==> src/rtl/stopwatch_ctrl.sv <==
// Four-digit BCD stopwatch with start/stop, clear, lap freeze and a wrap flag,
// plus a one-hot digit scanner for a multiplexed seven-segment display.
module stopwatch_ctrl #(
  parameter int unsigned PRESCALE = 10
) (
  input  logic        clk,
  input  logic        reset,
  input  logic        start_stop,
  input  logic        clear,
  input  logic        lap,
  output logic [15:0] disp,
  output logic [3:0]  scan_sel,
  output logic [3:0]  scan_bcd,
  output logic        running,
  output logic        lap_active,
  output logic        ovf
);

  typedef enum logic [1:0] {
    IDLE = 2'd0,
    RUN  = 2'd1,
    STOP = 2'd2
  } state_e;

  localparam logic [15:0] PRESC_MAX = 16'(PRESCALE - 1);
  localparam logic [15:0] COUNT_MAX = 16'h9999;

  state_e      state_q, state_d;
  logic [15:0] presc_q, presc_d;
  logic [15:0] count_q, count_d;
  logic [15:0] freeze_q, freeze_d;
  logic        lap_q, lap_d;
  logic        ovf_q, ovf_d;
  logic        running_q, running_d;
  logic [3:0]  scan_q;
  logic        tick;

  // Increment a packed 4-digit BCD value; a digit at 9 wraps to 0 and carries.
  function automatic logic [15:0] bcd_inc(input logic [15:0] v);
    logic [15:0] r;
    logic        carry;
    r     = v;
    carry = 1'b1;
    for (int i = 0; i < 4; i++) begin
      if (carry) begin
        if (v[4*i +: 4] >= 4'd9) begin
          r[4*i +: 4] = 4'd0;
        end else begin
          r[4*i +: 4] = v[4*i +: 4] + 4'd1;
          carry       = 1'b0;
        end
      end
    end
    return r;
  endfunction

  // NOTE: state is updated with non-blocking assignments so every register
  // samples the pre-edge values of its neighbours, independent of block order.
  always_ff @(posedge clk or negedge reset) begin
    if (!reset) state_q <= IDLE;
    else        state_q <= state_d;
  end

  // NOTE: every combinational output gets a default first, so no path leaves
  // a signal unassigned and no latch is inferred.
  always_comb begin
    state_d = state_q;
    case (state_q)
      IDLE:    if (start_stop && !clear) state_d = RUN;
      RUN:     if (start_stop) state_d = STOP;
      STOP: begin
        if (clear)           state_d = IDLE;
        else if (start_stop) state_d = RUN;
      end
      default: state_d = IDLE;
    endcase
  end

  assign tick = (state_q == RUN) && (presc_q == PRESC_MAX);

  always_comb begin
    presc_d   = presc_q;
    count_d   = count_q;
    freeze_d  = freeze_q;
    lap_d     = lap_q;
    ovf_d     = ovf_q;
    running_d = (state_d == RUN);

    if (state_q == RUN) begin
      presc_d = tick ? 16'd0 : presc_q + 16'd1;
      if (tick) begin
        count_d = bcd_inc(count_q);
        if (count_q == COUNT_MAX) ovf_d = 1'b1;
      end
      // Freeze captures count_q, i.e. the pre-increment value on a tick edge.
      if (lap) begin
        if (lap_q) begin
          lap_d = 1'b0;
        end else begin
          lap_d    = 1'b1;
          freeze_d = count_q;
        end
      end
    end else if (lap) begin
      lap_d = 1'b0;
    end

    if (state_d == IDLE) begin
      presc_d = 16'd0;
      count_d = 16'd0;
      ovf_d   = 1'b0;
      lap_d   = 1'b0;
    end
  end

  // NOTE: the freeze register is a plain register, so it is reset along with
  // the rest of the datapath rather than left undefined.
  always_ff @(posedge clk or negedge reset) begin
    if (!reset) begin
      presc_q   <= 16'd0;
      count_q   <= 16'd0;
      freeze_q  <= 16'd0;
      lap_q     <= 1'b0;
      ovf_q     <= 1'b0;
      running_q <= 1'b0;
      scan_q    <= 4'b0001;
    end else begin
      presc_q   <= presc_d;
      count_q   <= count_d;
      freeze_q  <= freeze_d;
      lap_q     <= lap_d;
      ovf_q     <= ovf_d;
      running_q <= running_d;
      scan_q    <= {scan_q[2:0], scan_q[3]};
    end
  end

  assign disp       = lap_q ? freeze_q : count_q;
  assign scan_sel   = scan_q;
  assign running    = running_q;
  assign lap_active = lap_q;
  assign ovf        = ovf_q;

  always_comb begin
    scan_bcd = 4'd0;
    case (scan_q)
      4'b0001: scan_bcd = disp[3:0];
      4'b0010: scan_bcd = disp[7:4];
      4'b0100: scan_bcd = disp[11:8];
      4'b1000: scan_bcd = disp[15:12];
      default: scan_bcd = 4'd0;
    endcase
  end

endmodule

==> config.mk <==
export PLATFORM = sky130hd
export DESIGN_NAME = stopwatch_ctrl
export DESIGN_NICKNAME = d
export VERILOG_FILES = /design/src/rtl/stopwatch_ctrl.sv
export SDC_FILE = /design/constraint.sdc
export NUM_CORES = 1
export LEC_CHECK = 0
export CAP_MARGIN = 20
export CORE_UTILIZATION = 35
export CTS_CLUSTER_SIZE = 14
export DETAILED_ROUTE_END_ITERATION = 6
export PLACE_DENSITY_LB_ADDON = 0.1
export SLEW_MARGIN = 20
export SYNTH_ARGS = -nofsm -noshare
export SYNTH_HDL_FRONTEND = slang
export SYNTH_SLANG_ARGS = --single-unit
==> constraint.sdc <==
create_clock -name clk -period 2.37 [get_ports clk]
set_input_delay 0.5925 -clock clk [delete_from_list [all_inputs] [get_ports clk]]
set_output_delay 0.5925 -clock clk [all_outputs]
set_load 0.01 [all_outputs]
==> flow_results.xml <==
<?xml version="1.0" encoding="UTF-8"?>
<metrics>
  <group name="timing">
    <metric name="skew" unit="ns">0.0102</metric>
    <metric name="post-route-period-util" unit="">1.01</metric>
    <metric name="final-hold-violation-count" unit="">0</metric>
    <metric name="slack_of_the_critical_path" unit="ns">-0.0266</metric>
    <metric name="layout_min_cycle_time" unit="ns">2.40</metric>
    <metric name="report.final.setup_viol" unit="">4</metric>
    <metric name="timing_worst_slew_pin_value" unit="ns">0.600</metric>
    <metric name="worst_slew_margin_rel" unit="">0.600</metric>
    <metric name="rsz0062_at_grt" unit="">true</metric>
    <metric name="slew_viol_final" unit="">0</metric>
    <metric name="fmax" unit="MHz">417</metric>
  </group>
  <group name="detailed_routing">
    <metric name="wire_per_inst" unit="um">15.2</metric>
    <metric name="total_met2_wirelength_after_detailed_routing" unit="mm">3.33</metric>
    <metric name="route.top_layer_used" unit="">met4</metric>
    <metric name="drt-initial-drc-count" unit="">60</metric>
    <metric name="via_count" unit="">2507</metric>
    <metric name="met3WireLength" unit="um">218</metric>
    <metric name="drt_pass_1_iters" unit="">4</metric>
    <metric name="drcViolationCount" unit="">0</metric>
    <metric name="met1Wirelength" unit="mm">3.87</metric>
    <metric name="wl" unit="mm">7.61</metric>
    <metric name="avgViaCountPerCell" unit="">5.00</metric>
    <metric name="drt.antenna.violating_nets" unit="">0</metric>
  </group>
  <group name="logic_synthesis">
    <metric name="synth-async-reset-ratio" unit="">1.00</metric>
    <metric name="post-synth-top-area-fraction" unit="">0.440</metric>
    <metric name="synth_cell_types" unit="">59</metric>
    <metric name="synth.avg_cell_area" unit="sq um">10.3</metric>
    <metric name="ys.flop_type" unit="">sky130_fd_sc_hd__dfrtp_1</metric>
    <metric name="synthCells" unit="">309</metric>
    <metric name="synth-edff-count" unit="">0</metric>
    <metric name="yosysWarningCount" unit="">0</metric>
    <metric name="synth_fp_nets" unit="">328</metric>
    <metric name="postSynthRegisterBits" unit="">57</metric>
    <metric name="yosysMostFrequentCell" unit="">sky130_fd_sc_hd__dfrtp_1</metric>
    <metric name="synthTopCellsByCount" unit="">56 x sky130_fd_sc_hd__dfrtp_1, 33 x sky130_fd_sc_hd__nand2_1, 26 x sky130_fd_sc_hd__nor2_1</metric>
    <metric name="synthTopCellsByArea" unit="">sky130_fd_sc_hd__dfrtp_1 44%, sky130_fd_sc_hd__mux2_2 8.8%, sky130_fd_sc_hd__ha_1 5.5%</metric>
    <metric name="library_cell_with_the_largest_summed_area_after_synthesis" unit="">sky130_fd_sc_hd__dfrtp_1</metric>
    <metric name="synth_sequential_area_ratio" unit="">0.449</metric>
    <metric name="post_synth_instance_area" unit="sq um">3180</metric>
  </group>
  <group name="placed_design">
    <metric name="place_inst" unit="">483</metric>
    <metric name="portBuffers" unit="">31</metric>
    <metric name="finalWeightedCongestion" unit="">0.819</metric>
    <metric name="dp_slack" unit="ns">-0.126</metric>
    <metric name="post-dp-hpwl" unit="mm">5.63</metric>
  </group>
  <group name="setup_path">
    <metric name="worstReg2RegStart" unit="">presc_q[1]$_DFFE_PN0P_</metric>
    <metric name="critPathCaptureType" unit="">primary output</metric>
    <metric name="reg2reg_setup_slack" unit="ns">0.44</metric>
    <metric name="timing.rr.end" unit="">count_q[7]$_DFFE_PN0P_</metric>
    <metric name="cp-startpoint" unit="">lap_active$_DFFE_PN0P_</metric>
    <metric name="critPathCapture" unit="">scan_bcd[0]</metric>
    <metric name="reg2regPathDepth" unit="">8</metric>
    <metric name="top_fanout_value_on_the_critical_path" unit="">7</metric>
    <metric name="worst_setup_path_start_kind" unit="">flip-flop</metric>
    <metric name="crit_type" unit="">flip-flop to primary output</metric>
    <metric name="worst_ep_arrival_time" unit="ns">1.80</metric>
    <metric name="worst_ep_required_time" unit="ns">1.78</metric>
  </group>
  <group name="grt">
    <metric name="grt_pass1_vias" unit="">2580</metric>
    <metric name="sum_of_overflow_across_all_layers_after_global_routing" unit="">0</metric>
    <metric name="global_route_wire_length_before_repair" unit="mm">13.0</metric>
    <metric name="grt_usage" unit="">0.175</metric>
    <metric name="antenna_found_initial" unit="">0</metric>
    <metric name="grt_max_degree" unit="">35</metric>
  </group>
  <group name="die">
    <metric name="core_region_area" unit="sq um">8760</metric>
    <metric name="number_of_top_level_pins" unit="">32</metric>
    <metric name="die_area" unit="sq um">9480</metric>
    <metric name="placementRows" unit="">34</metric>
    <metric name="die_width" unit="um">97.3</metric>
    <metric name="floorplan.die.height" unit="um">97.3</metric>
    <metric name="start_util" unit="">0.363</metric>
  </group>
  <group name="clock_tree">
    <metric name="htreeDepth" unit="">3</metric>
    <metric name="clock_sink_count" unit="">57</metric>
    <metric name="worstSkewPairLatency" unit="ns">0.34</metric>
    <metric name="clock_tree.buffer_depth" unit="">2</metric>
    <metric name="cts_tree" unit="">built</metric>
    <metric name="cts.root.buffer_cell" unit="">sky130_fd_sc_hd__clkbuf_8</metric>
    <metric name="cts.clk_slew.worst_paths" unit="ns">0.07</metric>
    <metric name="number_of_clock_buffers_inserted_by_tritoncts" unit="">9</metric>
  </group>
  <group name="layout">
    <metric name="antenna_cells_inserted" unit="">0</metric>
    <metric name="final_layout_size_suffix_gt1_frac" unit="">0.308</metric>
    <metric name="areaGrowthSynthToFinish" unit="%">32.3</metric>
    <metric name="number_of_inserted_filler_cells_in_the_final_layout" unit="">865</metric>
    <metric name="final_net_count" unit="">407</metric>
    <metric name="layoutNonFillerInstCount" unit="">501</metric>
  </group>
  <group name="min_path">
    <metric name="hp-class" unit="">input pin to async pin</metric>
  </group>
  <group name="pwr">
    <metric name="p_leak" unit="nW">2.04</metric>
    <metric name="power.density_cell_area" unit="nW/um^2">523</metric>
    <metric name="max-vdd-ir-drop" unit="mV">0.251</metric>
  </group>
  <group name="run">
    <metric name="max_cap_viol_count" unit="">0</metric>
  </group>
  <group name="outcome">
    <metric name="status" unit="">complete, but fails checks</metric>
    <metric name="violations" unit="">negative setup slack</metric>
  </group>
</metrics>
## placed cells by master (no fill, tap or decap), drive strengths merged, types with 6 or more instances in the layout
cell type       n
dfrtp          56
buf            53
nand2          34
nor2           28
mux2           25
inv            17
nand3          15
ha             14
clkdlybuf4s50  12
dlygate4sd2    12
o21ai          12
a21oi          10
clkbuf          9
xor2            8
mux2i           8
xnor2           6
## power by group
part	leakage [nW]	internal (mW)	switching [mW]
logic	1.16	0.121	0.158
clock network	0.0912	0.482	0.424
registers	0.786	0.994	0.0212
## cell type report
cell class | instances | area (sq um) | area share
Multi-Input combinational cell | 224 | 1690 | 0.402
Tap cell | 108 | 135 | 0.0321
Sequential cell | 57 | 1430 | 0.339
Clock inverter | 7 | 71.3 | 0.0169
Clock buffer | 9 | 124 | 0.0294
Inverter | 17 | 63.8 | 0.0152
Timing Repair Buffer | 79 | 693 | 0.165
## state kept, by name, indices dropped and copies added (netlist names)
register and cells:
count_q 16, presc_q 16, scan_sel 4, state_q 2
lap_active 1, running 1, freeze_q 16, ovf 1
## cell families after synthesis
family / share of synthesized area
AOI/OAI and AO/OA: 0.121
xor gates and xnor gates: 0.0385
adders and majority gates: 0.0551
buffers and inverters: 0.0381
DFF: 0.449
muxes: 0.114
and+or+nand+nor: 0.185
## timing repair
action	in CTS	in global routing
buffers inserted	2	0
setup endpoints to repair	20	8
pin swaps	2	2
resized for setup	43	4
hold buffers	0	0
## worst min path at each step
stage / end / cells past startpoint
3_5_place_dp: freeze_q[6]$_DFFE_PN0P_ / 2
5_1_grt: running$_DFF_PN0_ / 1
4_1_cts: running$_DFF_PN0_ / 1
2_1_floorplan: count_q[0]$_DFFE_PN0P_ / 0
6_report: running$_DFF_PN0_ / 1
3_3_place_gp: freeze_q[6]$_DFFE_PN0P_ / 2
## critical path, cell delays in order, from the launching register on
cell	delay (ns)
sky130_fd_sc_hd__dfrtp_2	0.41
sky130_fd_sc_hd__buf_12	0.13
sky130_fd_sc_hd__mux2_2	0.35
sky130_fd_sc_hd__a22oi_2	0.16
sky130_fd_sc_hd__nor2_1	0.06
sky130_fd_sc_hd__a21oi_1	0.11
sky130_fd_sc_hd__o22ai_1	0.09
sky130_fd_sc_hd__buf_2	0.14
## per-layer routing
metal / track usage / vias up
li1: - / 1250
met1: 0.237 / 1204
met2: 0.268 / 38
met3: 0.0345 / 15
met4: 0.0826 / 0
met5: 0 / -
## stage by stage
step | area, sq um | total power, mW | utilization | TNS [ns] | hold slack, ns
after floorplan | 3180 | 1.17 | - | 0 | 0.297
final | 4210 | 2.20 | 0.480 | -0.0519 | 0.248
after global placement | 3950 | 1.29 | 0.450 | -0.325 | 0.465
after detailed placement | 3950 | 1.30 | 0.450 | -0.488 | 0.473
after CTS | 4190 | 2.22 | 0.478 | -0.114 | 0.259
after global routing | 4210 | 2.30 | 0.480 | -0.422 | 0.286
(Power assumes the default switching activity.)
